File: src/rtl/fnd_scan_decoder.sv
// -----------------------------------------------------------------------------
// fnd_scan_decoder
//
// Receive-side readback of the watch's multiplexed FND display. Each of the
// three channels (hour, min, sec) watches its segment bus and its two digit
// selects. A digit is captured once it has been held steady for STABLE_CYCLES
// clocks. When all six slots hold a fresh capture, the frame is checked and
// either published as binary time or flagged as blank or corrupt.
//
// Ports
//   clk, reset                   clock, asynchronous active-low reset
//   {hour,min,sec}FNDsel2/sel1   tens/ones digit selects per channel
//   hourFND, minFND, secFND      segment buses, bit order {g,f,e,d,c,b,a}
//   hour_out/min_out/sec_out     last good decoded time
//   time_valid                   a good frame was seen within TIMEOUT_CYCLES
//   frame_done                   1-cycle pulse: outputs updated
//   blank_frame                  1-cycle pulse: frame dropped, blank digit
//   seg_error                    1-cycle pulse: illegal pattern or range
//   error_count                  saturating count of seg_error pulses
// -----------------------------------------------------------------------------
module fnd_scan_decoder #(
   parameter bit SEG_ACTIVE_LOW = 1'b0,
   parameter bit SEL_ACTIVE_LOW = 1'b0,
   parameter int STABLE_CYCLES  = 4,
   parameter int TIMEOUT_CYCLES = 65535
) (
   input  logic       clk,
   input  logic       reset,
   input  logic       hourFNDsel2,
   input  logic       hourFNDsel1,
   input  logic       minFNDsel2,
   input  logic       minFNDsel1,
   input  logic       secFNDsel2,
   input  logic       secFNDsel1,
   input  logic [6:0] hourFND,
   input  logic [6:0] minFND,
   input  logic [6:0] secFND,
   output logic [4:0] hour_out,
   output logic [5:0] min_out,
   output logic [5:0] sec_out,
   output logic       time_valid,
   output logic       frame_done,
   output logic       blank_frame,
   output logic       seg_error,
   output logic [7:0] error_count
);

   localparam logic [3:0]  CODE_BLANK   = 4'd10;
   localparam logic [3:0]  CODE_INVALID = 4'd11;
   localparam logic [7:0]  STABLE_MAX   = 8'(STABLE_CYCLES);
   localparam logic [19:0] TIMEOUT_MAX  = 20'(TIMEOUT_CYCLES);
   localparam int CH_HOUR   = 0;
   localparam int CH_MIN    = 1;
   localparam int CH_SEC    = 2;
   localparam int SLOT_ONES = 0;
   localparam int SLOT_TENS = 1;

   // Segment pattern (active-high, gfedcba) to digit code; 10 = blank, 11 = invalid.
   function automatic logic [3:0] decode_seg(input logic [6:0] seg);
      logic [3:0] code;
      case (seg)
         7'b0111111: code = 4'd0;
         7'b0000110: code = 4'd1;
         7'b1011011: code = 4'd2;
         7'b1001111: code = 4'd3;
         7'b1100110: code = 4'd4;
         7'b1101101: code = 4'd5;
         7'b1111101: code = 4'd6;
         7'b0000111: code = 4'd7;
         7'b1111111: code = 4'd8;
         7'b1101111: code = 4'd9;
         7'b0000000: code = CODE_BLANK;
         default:    code = CODE_INVALID;
      endcase
      return code;
   endfunction

   // Polarity-corrected channel inputs
   logic       sel_tens [3];
   logic       sel_ones [3];
   logic [6:0] seg_bus  [3];

   // Per-channel stability tracking
   logic       active      [3];
   logic       same        [3];
   logic [7:0] cnt_next    [3];
   logic [5:0] cap_mask;             // bit 2*channel + slot
   logic       prev_active [3];
   logic       prev_slot   [3];
   logic [6:0] prev_seg    [3];
   logic [7:0] stable_cnt  [3];

   // Slots, frame snapshot and evaluation
   logic [3:0]  slot_code [3][2];
   logic [3:0]  snap_code [3][2];
   logic [5:0]  fresh;
   logic        eval_pend;
   logic        any_invalid, any_blank, range_bad;
   logic        frame_bad, frame_ok;
   logic [4:0]  hour_val;
   logic [5:0]  min_val, sec_val;
   logic [19:0] timeout_cnt;

   always_comb begin
      sel_tens[CH_HOUR] = hourFNDsel2 ^ SEL_ACTIVE_LOW;
      sel_ones[CH_HOUR] = hourFNDsel1 ^ SEL_ACTIVE_LOW;
      sel_tens[CH_MIN]  = minFNDsel2  ^ SEL_ACTIVE_LOW;
      sel_ones[CH_MIN]  = minFNDsel1  ^ SEL_ACTIVE_LOW;
      sel_tens[CH_SEC]  = secFNDsel2  ^ SEL_ACTIVE_LOW;
      sel_ones[CH_SEC]  = secFNDsel1  ^ SEL_ACTIVE_LOW;
      seg_bus[CH_HOUR]  = hourFND ^ {7{SEG_ACTIVE_LOW}};
      seg_bus[CH_MIN]   = minFND  ^ {7{SEG_ACTIVE_LOW}};
      seg_bus[CH_SEC]   = secFND  ^ {7{SEG_ACTIVE_LOW}};
   end

   always_comb begin
      // NOTE: outputs of a combinational block get a default before any branch, so no path can infer a latch.
      cap_mask = '0;
      for (int c = 0; c < 3; c++) begin
         active[c] = sel_tens[c] ^ sel_ones[c];
         same[c]   = prev_active[c] && (prev_slot[c] == sel_tens[c]) &&
                     (prev_seg[c] == seg_bus[c]);
         if (!active[c])                        cnt_next[c] = '0;
         else if (!same[c])                     cnt_next[c] = 8'd1;
         else if (stable_cnt[c] == STABLE_MAX)  cnt_next[c] = STABLE_MAX;
         else                                   cnt_next[c] = stable_cnt[c] + 8'd1;
         // Capture only when the count first reaches the threshold: one write per dwell.
         if (active[c] && (cnt_next[c] == STABLE_MAX) &&
             !(same[c] && (stable_cnt[c] == STABLE_MAX)))
            cap_mask[2*c + int'(sel_tens[c])] = 1'b1;
      end
   end

   always_comb begin
      any_invalid = 1'b0;
      any_blank   = 1'b0;
      for (int c = 0; c < 3; c++) begin
         for (int s = 0; s < 2; s++) begin
            if (snap_code[c][s] == CODE_INVALID) any_invalid = 1'b1;
            if (snap_code[c][s] == CODE_BLANK)   any_blank   = 1'b1;
         end
      end
      // Only meaningful once every digit is known to be 0..9.
      range_bad = (snap_code[CH_HOUR][SLOT_TENS] > 4'd2) ||
                  ((snap_code[CH_HOUR][SLOT_TENS] == 4'd2) &&
                   (snap_code[CH_HOUR][SLOT_ONES] > 4'd3)) ||
                  (snap_code[CH_MIN][SLOT_TENS] > 4'd5) ||
                  (snap_code[CH_SEC][SLOT_TENS] > 4'd5);
      frame_bad = eval_pend && (any_invalid || (!any_blank && range_bad));
      frame_ok  = eval_pend && !any_invalid && !any_blank && !range_bad;
      hour_val  = {1'b0, snap_code[CH_HOUR][SLOT_TENS]} * 5'd10 + {1'b0, snap_code[CH_HOUR][SLOT_ONES]};
      min_val   = {2'b0, snap_code[CH_MIN][SLOT_TENS]}  * 6'd10 + {2'b0, snap_code[CH_MIN][SLOT_ONES]};
      sec_val   = {2'b0, snap_code[CH_SEC][SLOT_TENS]}  * 6'd10 + {2'b0, snap_code[CH_SEC][SLOT_ONES]};
   end

   // NOTE: sequential state uses non-blocking assignments so every register samples pre-edge values.
   always_ff @(posedge clk or negedge reset) begin
      if (!reset) begin
         // NOTE: the slot and snapshot arrays are a handful of registers and are cleared too, so a reset mid-frame leaves no stale digits.
         for (int c = 0; c < 3; c++) begin
            prev_active[c] <= 1'b0;
            prev_slot[c]   <= 1'b0;
            prev_seg[c]    <= '0;
            stable_cnt[c]  <= '0;
            for (int s = 0; s < 2; s++) begin
               slot_code[c][s] <= '0;
               snap_code[c][s] <= '0;
            end
         end
         fresh       <= '0;
         eval_pend   <= 1'b0;
         timeout_cnt <= '0;
         hour_out    <= '0;
         min_out     <= '0;
         sec_out     <= '0;
         time_valid  <= 1'b0;
         frame_done  <= 1'b0;
         blank_frame <= 1'b0;
         seg_error   <= 1'b0;
         error_count <= '0;
      end else begin
         frame_done  <= 1'b0;
         blank_frame <= 1'b0;
         seg_error   <= 1'b0;

         for (int c = 0; c < 3; c++) begin
            prev_active[c] <= active[c];
            prev_slot[c]   <= sel_tens[c];
            prev_seg[c]    <= seg_bus[c];
            stable_cnt[c]  <= cnt_next[c];
            for (int s = 0; s < 2; s++)
               if (cap_mask[2*c + s]) slot_code[c][s] <= decode_seg(seg_bus[c]);
         end

         // A capture landing in the evaluation cycle becomes fresh for the next frame.
         if (&fresh) begin
            fresh     <= cap_mask;
            eval_pend <= 1'b1;
            for (int c = 0; c < 3; c++)
               for (int s = 0; s < 2; s++)
                  snap_code[c][s] <= slot_code[c][s];
         end else begin
            fresh     <= fresh | cap_mask;
            eval_pend <= 1'b0;
         end

         if (frame_bad) begin
            seg_error <= 1'b1;
            if (error_count != 8'hFF) error_count <= error_count + 8'd1;
         end else if (eval_pend && any_blank) begin
            blank_frame <= 1'b1;
         end

         if (frame_ok) begin
            hour_out    <= hour_val;
            min_out     <= min_val;
            sec_out     <= sec_val;
            frame_done  <= 1'b1;
            time_valid  <= 1'b1;
            timeout_cnt <= '0;
         end else if (timeout_cnt != TIMEOUT_MAX) begin
            timeout_cnt <= timeout_cnt + 20'd1;
            if (timeout_cnt + 20'd1 == TIMEOUT_MAX) time_valid <= 1'b0;
         end
      end
   end

endmodule

File: config.mk
export PLATFORM = sky130hd
export DESIGN_NAME = fnd_scan_decoder
export DESIGN_NICKNAME = d
export VERILOG_FILES = /design/src/rtl/fnd_scan_decoder.sv
export SDC_FILE = /design/constraint.sdc
export NUM_CORES = 1
export LEC_CHECK = 0
export CORE_MARGIN = 2
export CORE_UTILIZATION = 40
export CTS_CLUSTER_SIZE = 20
export DETAILED_ROUTE_END_ITERATION = 6
export PLACE_DENSITY_LB_ADDON = 0.12
export RECOVER_POWER = 25
export SLEW_MARGIN = 40
export SYNTH_ARGS = -nofsm -noshare
export SYNTH_HDL_FRONTEND = slang
export SYNTH_SLANG_ARGS = --single-unit
File: constraint.sdc
create_clock -name clk -period 3.15 [get_ports clk]
set_clock_uncertainty 0.1 [all_clocks]
set_input_delay 0.315 -clock clk [delete_from_list [all_inputs] [get_ports clk]]
set_output_delay 0.315 -clock clk [all_outputs]
set_load 0.005 [all_outputs]
==> flow_summary.toml <==
[power_and_ir_drop]
p_comb_frac = 0.054
clockPowerShare = 0.486
seqPwrFrac = 0.460
ir_worst_vdd_uv = 345.1
finalPower_mw = 4.414
powerDensity_nw_per_um2 = 454.1
p_int_mw = 3.437
netSwitchingFraction = 0.2215
p_leak_nw = 4.294
p_switching_mw = 0.9778

[clock_network]
tritoncts = "done"
cts_buffers = 17
cts_buffer_depth = 2
clock_latency_ps = 420
root_buffer = "clkbuf_16"
cts.htree.levels = 4
post_cts_resized = 0
clock_sinks = 155
path_clk_slew_ps = 60

[drt]
ant_nets = 0
wirelength_um = 16700
wl_per_cell_um = 14.43
drt-initial-drc-count = 285
via_per_inst = 5.183
dr.pass1.iters = 4
route.detailed.drc = 0
vias = 5997

[final_layout]
layout_common_cells = "155 x dfrtp_1, 110 x nand2_1, 68 x xnor2_1, 50 x nor2_1, 44 x clkdlybuf4s50_1"
insertedDiodeCount = 0
n_fill_cell = 1855
area_delta_synth_final_pct = 17.94
nets = 932
final_util = 0.4805
final_common_cell = "dfrtp_1"
final_area_sq_um = 9722
drive_above_1_share = 0.1015
stdcell_count = 1157

[placed_design]
dpl_cell_area_sq_um = 9145
port_buffers = 57
gp_congestion = 0.8273
dp_cells = 1125
dp_hpwl_um = 12050
dp_worst_setup_slack_ps = 230.6

[floorplan]
core_sq_um = 20230
ioPinCount = 58
die_w_um = 147.6
fp.dieArea_sq_um = 21770
start_util = 0.4074
die_y_um = 147.6
num_rows = 52

[synthesis]
synth_edf_count = 0
ys_types = 71
synth_cells = 825
synthFlopType = "dfrtp_1"
synth_nets = 882
yosysWarnings = 0
async_reset_ff_frac = 1.000
syn_area_sq_um = 8243
ys_seq_area_frac = 0.4706
ys_seq_elements = 155
synth.avg_cell_area_sq_um = 9.991

[sta]
maxSlewHeadroom = 0.1218
max_slew.worst_pin.slew_ps = 1317
fin_crit_sh = 0.8600
fin_setup_tns_ps = 0
worst_slack_ps = 441.2
setup_viol_count_final = 0
max_freq_mhz = 369.2
slew_violations = 0
period_minus_slack_ps = 2709
rsz0062_at_grt = "false"
hold_viol_final = 0
hold_slack_ps = 369.6

[critical_path]
crit_buf_inv = 1
cp.required_ps = 3350
crit_slowest_cell = "or4_4"
crit_path_end_kind = "flop"
cp_top_family = "simple AND/OR/NAND/NOR gates"
cp_max_fo = 7
worstPathArrival_ps = 2910
path_class = "flop to flop"
path_cells = "inv_1, ha_1, nor4b_1, a31o_1, or4_4, nand4b_4, nor2_1, mux2_2"
critPathLaunchType = "flop"
slowest_delay_ps = 470

[global_routing]
grtUsageTotal = 0.1633
grt_overflow = 0
grt_pass1_vias = 6018
grt_max_degree = 89
grt_pass1_wl_um = 29050
antenna_found_initial = 0

[outcome]
status = "complete, no violations"

[min_path]
min_path_type = "flop to flop"

[flow_run]
cap_viol_max_count = 0
## registers in the layout, summed over array words and instances, names as in the netlist
| name | count |
|---|---|
| prev_slot | 3 |
| min_out | 6 |
| fresh | 6 |
| eval_pend | 1 |
| slot_code | 24 |
| timeout_cnt | 20 |
| prev_seg | 21 |
| hour_out | 5 |
| blank_frame | 1 |
| stable_cnt | 24 |
| snap_code | 24 |
| time_valid | 1 |
| error_count | 8 |
| seg_error | 1 |
| sec_out | 6 |
| frame_done | 1 |
| prev_active | 3 |
## cells by family (layout without fill, tap and decap cells)
family,after synthesis,after routing,synth area share
flip-flops,155,155,0.4706
adder cells (fa/ha/maj),28,28,0.04523
XOR/XNOR,87,87,0.09244
multiplexers,42,42,0.05844
AND/OR/NAND/NOR,318,318,0.2022
buffers and inverters,87,149,0.04341
AO/OA/AOI/OAI,108,108,0.08774
## cell type report
type                       instances  area, sq um  share of cell area
multi-input combinational        583         4015              0.4130
tap                              270        337.8             0.03475
clock inverter                    14        193.9             0.01995
clock buffer                      17        425.4             0.04376
timing repair buffer              79        724.4             0.07452
sequential                       155         3879              0.3990
inverter                          39        146.4             0.01506
## synth_stat cells, types with 4 or more instances
library cell,count,share of area
or2_2,4,0.0030
ha_1,25,0.038
and4_1,5,0.0053
and3_1,6,0.0046
or3_1,7,0.0053
nor2b_1,6,0.0046
nand4_1,20,0.015
nor3_1,20,0.012
nand3b_1,5,0.0046
mux2_2,33,0.045
nor4bb_1,5,0.0061
nand4b_1,9,0.0096
nand3_1,30,0.018
nor2_1,50,0.023
a21o_1,8,0.0073
buf_2,13,0.0079
mux2_4,4,0.0073
dfrtp_1,155,0.47
or4_1,5,0.0046
nand2_1,110,0.050
o21ai_0,19,0.012
mux2i_1,5,0.0061
xor2_1,19,0.020
and2_1,5,0.0038
inv_1,39,0.018
nor4_1,13,0.0099
xnor2_1,68,0.072
clkbuf_1,33,0.015
a21oi_1,33,0.020
## worst paths after layout
path                             endpoint  cells past startpoint           from  slack (ps)
max                          slot_code[5]                      8  stable_cnt[0]         440
min                         snap_code[18]                      2  slot_code[18]         370
max reg2reg                  slot_code[5]                      8  stable_cnt[0]         440
min reg2reg                 snap_code[18]                      2  slot_code[18]         370
max in group asynchronous    prev_seg[14]                      3          reset        1070
min in group asynchronous  stable_cnt[14]                      2          reset         610
## what timing repair did
action | 4_1_cts | 5_1_grt
hold buffers | 1 | 0
hold endpoints to repair | 21 | 0
buffers inserted | 0 | 0
## routing by layer
layer  vias up  track usage  part of all wire
met4         0      0.04519            0.0061
met3         4      0.03827             0.029
met5         -            0                 0
li1       2983            -                 -
met1      2924       0.2157              0.47
met2        86       0.2702              0.49
## power groups by stage
stage / clock network (mW) / logic (mW) / registers, mW
after floorplan: 0 / 0.132 / 2.06
after global placement: 0 / 0.246 / 2.07
after detailed placement: 0 / 0.253 / 2.07
after CTS: 2.22 / 0.254 / 2.03
after global routing: 2.31 / 0.271 / 2.03
final: 2.14 / 0.239 / 2.03
## worst reg2reg max path: stages, from the launching register on
cell and delay, ps:
dfrtp_1 440, inv_1 90, ha_1 190, nor4b_1 150
a31o_1 240, or4_4 470, nand4b_4 190, nor2_1 340
mux2_2 380
(Power assumes the default switching activity.)
